$ cat src/rtl/uart_tx_multi.sv
// Multi-byte UART transmitter: accepts one word, sends its enabled bytes as
// back-to-back 8-bit frames, with XON/XOFF pausing at frame boundaries.
module uart_tx_multi #(
    parameter int WORD_BYTES = 4,
    parameter int CLK_DIV    = 100,
    parameter int PARITY_EN  = 0,
    parameter int STOP_BITS  = 1
) (
    input  logic                    clk_i,
    input  logic                    rst_i,
    input  logic                    stb_i,
    input  logic [8*WORD_BYTES-1:0] data_i,
    input  logic [WORD_BYTES-1:0]   sel_i,
    input  logic                    xstb_i,
    input  logic                    xon_i,
    input  logic                    xoff_i,
    output logic                    rdy_o,
    output logic                    tx_o,
    output logic                    paused_o
);

    localparam int            CW       = $clog2(CLK_DIV);
    localparam logic [CW-1:0] DIV_LAST = CW'(CLK_DIV - 1);

    typedef enum logic [2:0] {IDLE, WAIT, START, DATA, PARITY, STOP} state_t;

    state_t                  state;
    logic [CW-1:0]           div_cnt;
    logic [2:0]              bit_idx;
    logic                    stop_cnt;
    logic [8*WORD_BYTES-1:0] word_q;
    logic [WORD_BYTES-1:0]   pend_q;
    logic [7:0]              byte_q;
    logic                    tx_q;
    logic                    rdy_q;
    logic                    paused_q;

    logic [8*WORD_BYTES-1:0] src_word;
    logic [WORD_BYTES-1:0]   src_mask;
    logic [WORD_BYTES-1:0]   rest_mask;
    logic [7:0]              first_byte;
    logic                    bit_end;

    // In IDLE the launch byte comes straight from the inputs so the start bit
    // can appear the cycle after the transfer edge.
    always_comb begin
        // NOTE: every always_comb output gets a default first so no path infers a latch.
        src_word   = (state == IDLE) ? data_i : word_q;
        src_mask   = (state == IDLE) ? sel_i  : pend_q;
        first_byte = '0;
        for (int k = WORD_BYTES - 1; k >= 0; k--) begin
            if (src_mask[k]) first_byte = src_word[8*k +: 8];
        end
        rest_mask  = src_mask & (src_mask - WORD_BYTES'(1));
    end

    assign bit_end = (div_cnt == DIV_LAST);

    // NOTE: sequential state uses non-blocking assignments only, so every register
    // sees the pre-edge values of the others regardless of statement order.
    always_ff @(posedge clk_i or posedge rst_i) begin
        if (rst_i) begin
            state    <= IDLE;
            div_cnt  <= '0;
            bit_idx  <= '0;
            stop_cnt <= 1'b0;
            word_q   <= '0;
            pend_q   <= '0;
            byte_q   <= '0;
            tx_q     <= 1'b1;
            rdy_q    <= 1'b1;
            paused_q <= 1'b0;
        end else begin
            if (xstb_i && xoff_i && !xon_i)      paused_q <= 1'b1;
            else if (xstb_i && xon_i && !xoff_i) paused_q <= 1'b0;

            if (state inside {START, DATA, PARITY, STOP})
                div_cnt <= bit_end ? '0 : div_cnt + CW'(1);
            else
                div_cnt <= '0;

            case (state)
                IDLE: if (stb_i) begin
                    word_q <= data_i;
                    rdy_q  <= 1'b0;
                    if (sel_i != '0 && !paused_q) begin
                        state  <= START;
                        tx_q   <= 1'b0;
                        byte_q <= first_byte;
                        pend_q <= rest_mask;
                    end else begin
                        state  <= WAIT;
                        pend_q <= sel_i;
                    end
                end
                WAIT: if (pend_q == '0) begin
                    state <= IDLE;
                    rdy_q <= 1'b1;
                end else if (!paused_q) begin
                    state  <= START;
                    tx_q   <= 1'b0;
                    byte_q <= first_byte;
                    pend_q <= rest_mask;
                end
                START: if (bit_end) begin
                    state   <= DATA;
                    tx_q    <= byte_q[0];
                    bit_idx <= '0;
                end
                DATA: if (bit_end) begin
                    if (bit_idx == 3'd7) begin
                        if (PARITY_EN != 0) begin
                            state <= PARITY;
                            tx_q  <= ^byte_q;
                        end else begin
                            state    <= STOP;
                            tx_q     <= 1'b1;
                            stop_cnt <= 1'b0;
                        end
                    end else begin
                        bit_idx <= bit_idx + 3'd1;
                        tx_q    <= byte_q[bit_idx + 3'd1];
                    end
                end
                PARITY: if (bit_end) begin
                    state    <= STOP;
                    tx_q     <= 1'b1;
                    stop_cnt <= 1'b0;
                end
                // Frame boundary: the only place a pause can hold back the next byte.
                STOP: if (bit_end) begin
                    if (STOP_BITS == 2 && !stop_cnt) begin
                        stop_cnt <= 1'b1;
                    end else if (pend_q == '0) begin
                        state <= IDLE;
                        rdy_q <= 1'b1;
                    end else if (paused_q) begin
                        state <= WAIT;
                    end else begin
                        state  <= START;
                        tx_q   <= 1'b0;
                        byte_q <= first_byte;
                        pend_q <= rest_mask;
                    end
                end
                default: state <= IDLE;
            endcase
        end
    end

    assign rdy_o    = rdy_q;
    assign tx_o     = tx_q;
    assign paused_o = paused_q;

endmodule
$ cat config.mk
export PLATFORM = sky130hd
export DESIGN_NAME = uart_tx_multi
export DESIGN_NICKNAME = d
export VERILOG_FILES = /design/src/rtl/uart_tx_multi.sv
export SDC_FILE = /design/constraint.sdc
export NUM_CORES = 1
export LEC_CHECK = 0
export BUFFER_PORTS_ARGS = -buffer_cell sky130_fd_sc_hd__buf_2
export CAP_MARGIN = 20
export CORE_ASPECT_RATIO = 0.9
export CORE_MARGIN = 8
export CORE_UTILIZATION = 30
export CTS_BUF_LIST = sky130_fd_sc_hd__clkbuf_8
export DETAILED_ROUTE_END_ITERATION = 7
export PLACE_DENSITY_LB_ADDON = 0.3
export SLEW_MARGIN = 20
export SYNTH_ARGS = -nofsm -noshare
export SYNTH_HDL_FRONTEND = slang
export SYNTH_SLANG_ARGS = --single-unit
$ cat constraint.sdc
create_clock -name clk_i -period 2.1 [get_ports clk_i]
set_clock_uncertainty 0.15 [all_clocks]
set_input_delay 0.21 -clock clk_i [delete_from_list [all_inputs] [get_ports clk_i]]
set_output_delay 0.21 -clock clk_i [all_outputs]
set_load 0.01 [all_outputs]
==> metrics <==
largest family of logic cells by synthesized area compound AO/OA/AOI/OAI gates; met3 global-route usage 2.602%; Yosys cell types 51; EDFF count, synth 0; Std-Cell Rows 36; Compound-Gate Fraction of Synth Area 18.50%; fmax approximately 490 MHz; share of cells above drive strength 1 27.84%; CTS tree done; Final Cycle Share 96.62%; Nets 474; simple-gate share of the synthesized area 12.02%; Post-synth ARST share 100.0%; DRT Wirelength 9173 µm; antenna violations before repair 0; die height 116.4 µm; Post-Synth Adder-Cell Area 2.233%; met1 Usage GRT between 10% and 20%; pins over their slew limit 0; Clock Latency Late Sink 340 ps; Area growth, synth to finish 34.57%; RSZ-0062 raised after global routing yes; TritonCTS Buffers 9; Final Hold Vio Count 0; Worst IR Drop VDD 0.5646 mV; die area 14850 µm²; DP Area between 3000 and 4000 µm²; GPL Wtd Cong roughly 0.87; Routed Antenna Nets 0; final setup vio count 0; WL per Instance between 15 and 20 µm; synthesized area 3362 µm²; Avg Cell Area, Syn between 10 and 15 µm²; CTS root buf clkbuf_8; multiplexer share of the synthesized area 15.26%; CORE AREA 10860 µm²; clock sink count 60; Startpoint Class input port; GRT overflow 0; initial drt markers about 160; Seq cells post-synth 60; Syn Inst Count 325; M2 GR Usage 21.66%; Arrival @ worst endpoint 2100 ps; clock buffer depth 2; GRT Total Usage roughly an eighth; Leak 2.002 nW; HP Class in2reg; Initial Util 30.97%; fin cells just under 600; cells on worst reg2reg path 6; vias per inst 4.914; Seq/Total Area, Yosys 44.73%; crit-path max FO 2; status completed; Tmin final 2029 ps; Main synth FF type dfrtp_1; total power 5.286 mW; Ant. Diodes 0; cell depth of the worst hold path 2; first-pass GRT wire length 15640 µm; Fin Hold WS 38.36 ps; Syn Nets 373; pwr/cell area 1168 nW/µm²; largest net degree at the start of global routing 44; XOR/XNOR Fraction of Synth Area 1.303%; busiest grt layer met2; H-tree levels 3; Worst Tran Pin Value 478.7 ps; relative slew slack 68.09%; width of the die roughly 130 µm; WS Path Type in2reg; Worst Path Required 2170 ps; Fillers ~1000; final non-filler cell area 4524 µm²; Max-Cap Viols 0; Port-buffer cells 44; IO Pins 45; Layout Utilization 41.68%; critical path capture point type register; DP Wirelength around 6800 µm; placed cells 531; clock slew at reported path FFs 70 ps; residual DRC count 0; Synth warnings 0; vias in the first global route 3053; DRT Pass-1 Iters 5; Via Count 2865
## cells in the mapped netlist (2+ instances only)
cell / instances / share of area, %
a21oi_1: 27 / 4.0
a221o_1: 3 / 0.89
a221oi_1: 17 / 4.4
a22o_1: 3 / 0.78
a32o_1: 4 / 1.2
and2_1: 4 / 0.74
and3_1: 2 / 0.37
buf_2: 7 / 1.0
buf_4: 4 / 0.89
buf_6: 2 / 0.67
clkbuf_1: 9 / 1.0
dfrtp_1: 58 / 43
dfstp_2: 2 / 1.6
ha_1: 6 / 2.2
inv_1: 21 / 2.3
mux2_1: 25 / 8.4
mux2_2: 7 / 2.3
mux2i_1: 4 / 1.2
mux4_2: 5 / 3.3
nand2_1: 28 / 3.1
nand2b_1: 2 / 0.37
nand3_1: 6 / 0.89
nand4_1: 2 / 0.37
nor2_1: 14 / 1.6
nor2b_1: 6 / 1.1
nor3_1: 3 / 0.45
o21ai_0: 18 / 2.7
o21ai_1: 7 / 1.0
o31ai_1: 3 / 0.67
or4bb_1: 2 / 0.67
xnor2_1: 3 / 0.78
xor2_1: 2 / 0.52
## report_power, final
group          internal, mW  switching, mW
clock                 0.553          0.501
sequential             1.65          0.309
combinational          1.15           1.13
## path summary, 6_finish.rpt
kind                            start         end  slack, ps
max reg2reg                bit_idx[0]    state[0]         70
min                          sel_i[3]   pend_q[3]         40
min reg2reg                div_cnt[0]  div_cnt[0]        310
max                        data_i[19]   byte_q[3]         70
max in group asynchronous       rst_i    state[0]        950
min in group asynchronous       rst_i  div_cnt[2]        260
## metrics by stage
step                worst slack [ps]  TNS (ps)
finish                         71.03         0
global route                  -9.519    -9.519
CTS                            25.61         0
detailed placement             36.83         0
global placement               34.80         0
floorplan                      22.33         0
## area by class of cell
class                           count  area (µm²)  share of cell area, %
Timing Repair Buffer              112       843.3                  18.64
Multi-Input combinational cell    222        1705                  37.69
Inverter                           21       78.83                  1.742
Clock buffer                        9       123.9                  2.738
Sequential cell                    60        1505                  33.27
Tap cell                          152       190.2                  4.204
Clock inverter                      7       77.57                  1.715
## flip-flops by register name, summed over array words and instances, names as in the netlist
name and count:
div_cnt 7, state 3, bit_idx 3, rdy_o 1, paused_o 1, tx_o 1, byte_q 8, pend_q 4
word_q 32
## critical path, stage by stage
cell	delay, ps
dlygate4sd3_1	540
buf_2	130
a221oi_1	410
a21oi_1	80
mux4_2	460
mux2_2	270
## logic make-up after synthesis
| logic type | Yosys count |
|---|---|
| AOI/OAI and AO/OA | 93 |
| and+or+nand+nor | 77 |
| DFF | 60 |
| buffers and inverters | 43 |
| muxes | 41 |
| adders and majority gates | 6 |
| xor gates and xnor gates | 5 |
## placed cells by master, fill, tap and decap left out, types with 3 or more instances in the layout
| cell type | n |
|---|---|
| mux2i_1 | 4 |
| and2_1 | 3 |
| o21ai_0 | 18 |
| nor2b_1 | 6 |
| mux2_1 | 25 |
| a22o_1 | 3 |
| mux2_2 | 7 |
| nand3_1 | 5 |
| ha_1 | 5 |
| clkbuf_8 | 9 |
| o21ai_1 | 6 |
| buf_2 | 44 |
| dfrtp_1 | 57 |
| buf_4 | 31 |
| nor2_1 | 14 |
| clkinv_4 | 4 |
| a32o_1 | 4 |
| a21oi_1 | 27 |
| inv_1 | 20 |
| mux4_2 | 5 |
| o31ai_1 | 3 |
| a221oi_1 | 16 |
| a221o_1 | 3 |
| xnor2_1 | 3 |
| nand2_1 | 28 |
| dlygate4sd3_1 | 35 |
## per-layer routing
layer  wire [µm]  part of all wire [%]  vias to the layer above
li1            -                     -                     1402
met5           0                     0                        -
met2        4426                    48                       71
met3         406                   4.4                        9
met1        4226                    46                     1383
met4         114                   1.2                        0
## timing repair
action	CTS	global route
hold endpoints to repair	48	0
endpoints found under the setup margin	0	13
hold buffers	35	0
setup buffers	0	1
gates resized for setup	0	10
Note: power is estimated with default switching activity, not from simulation.
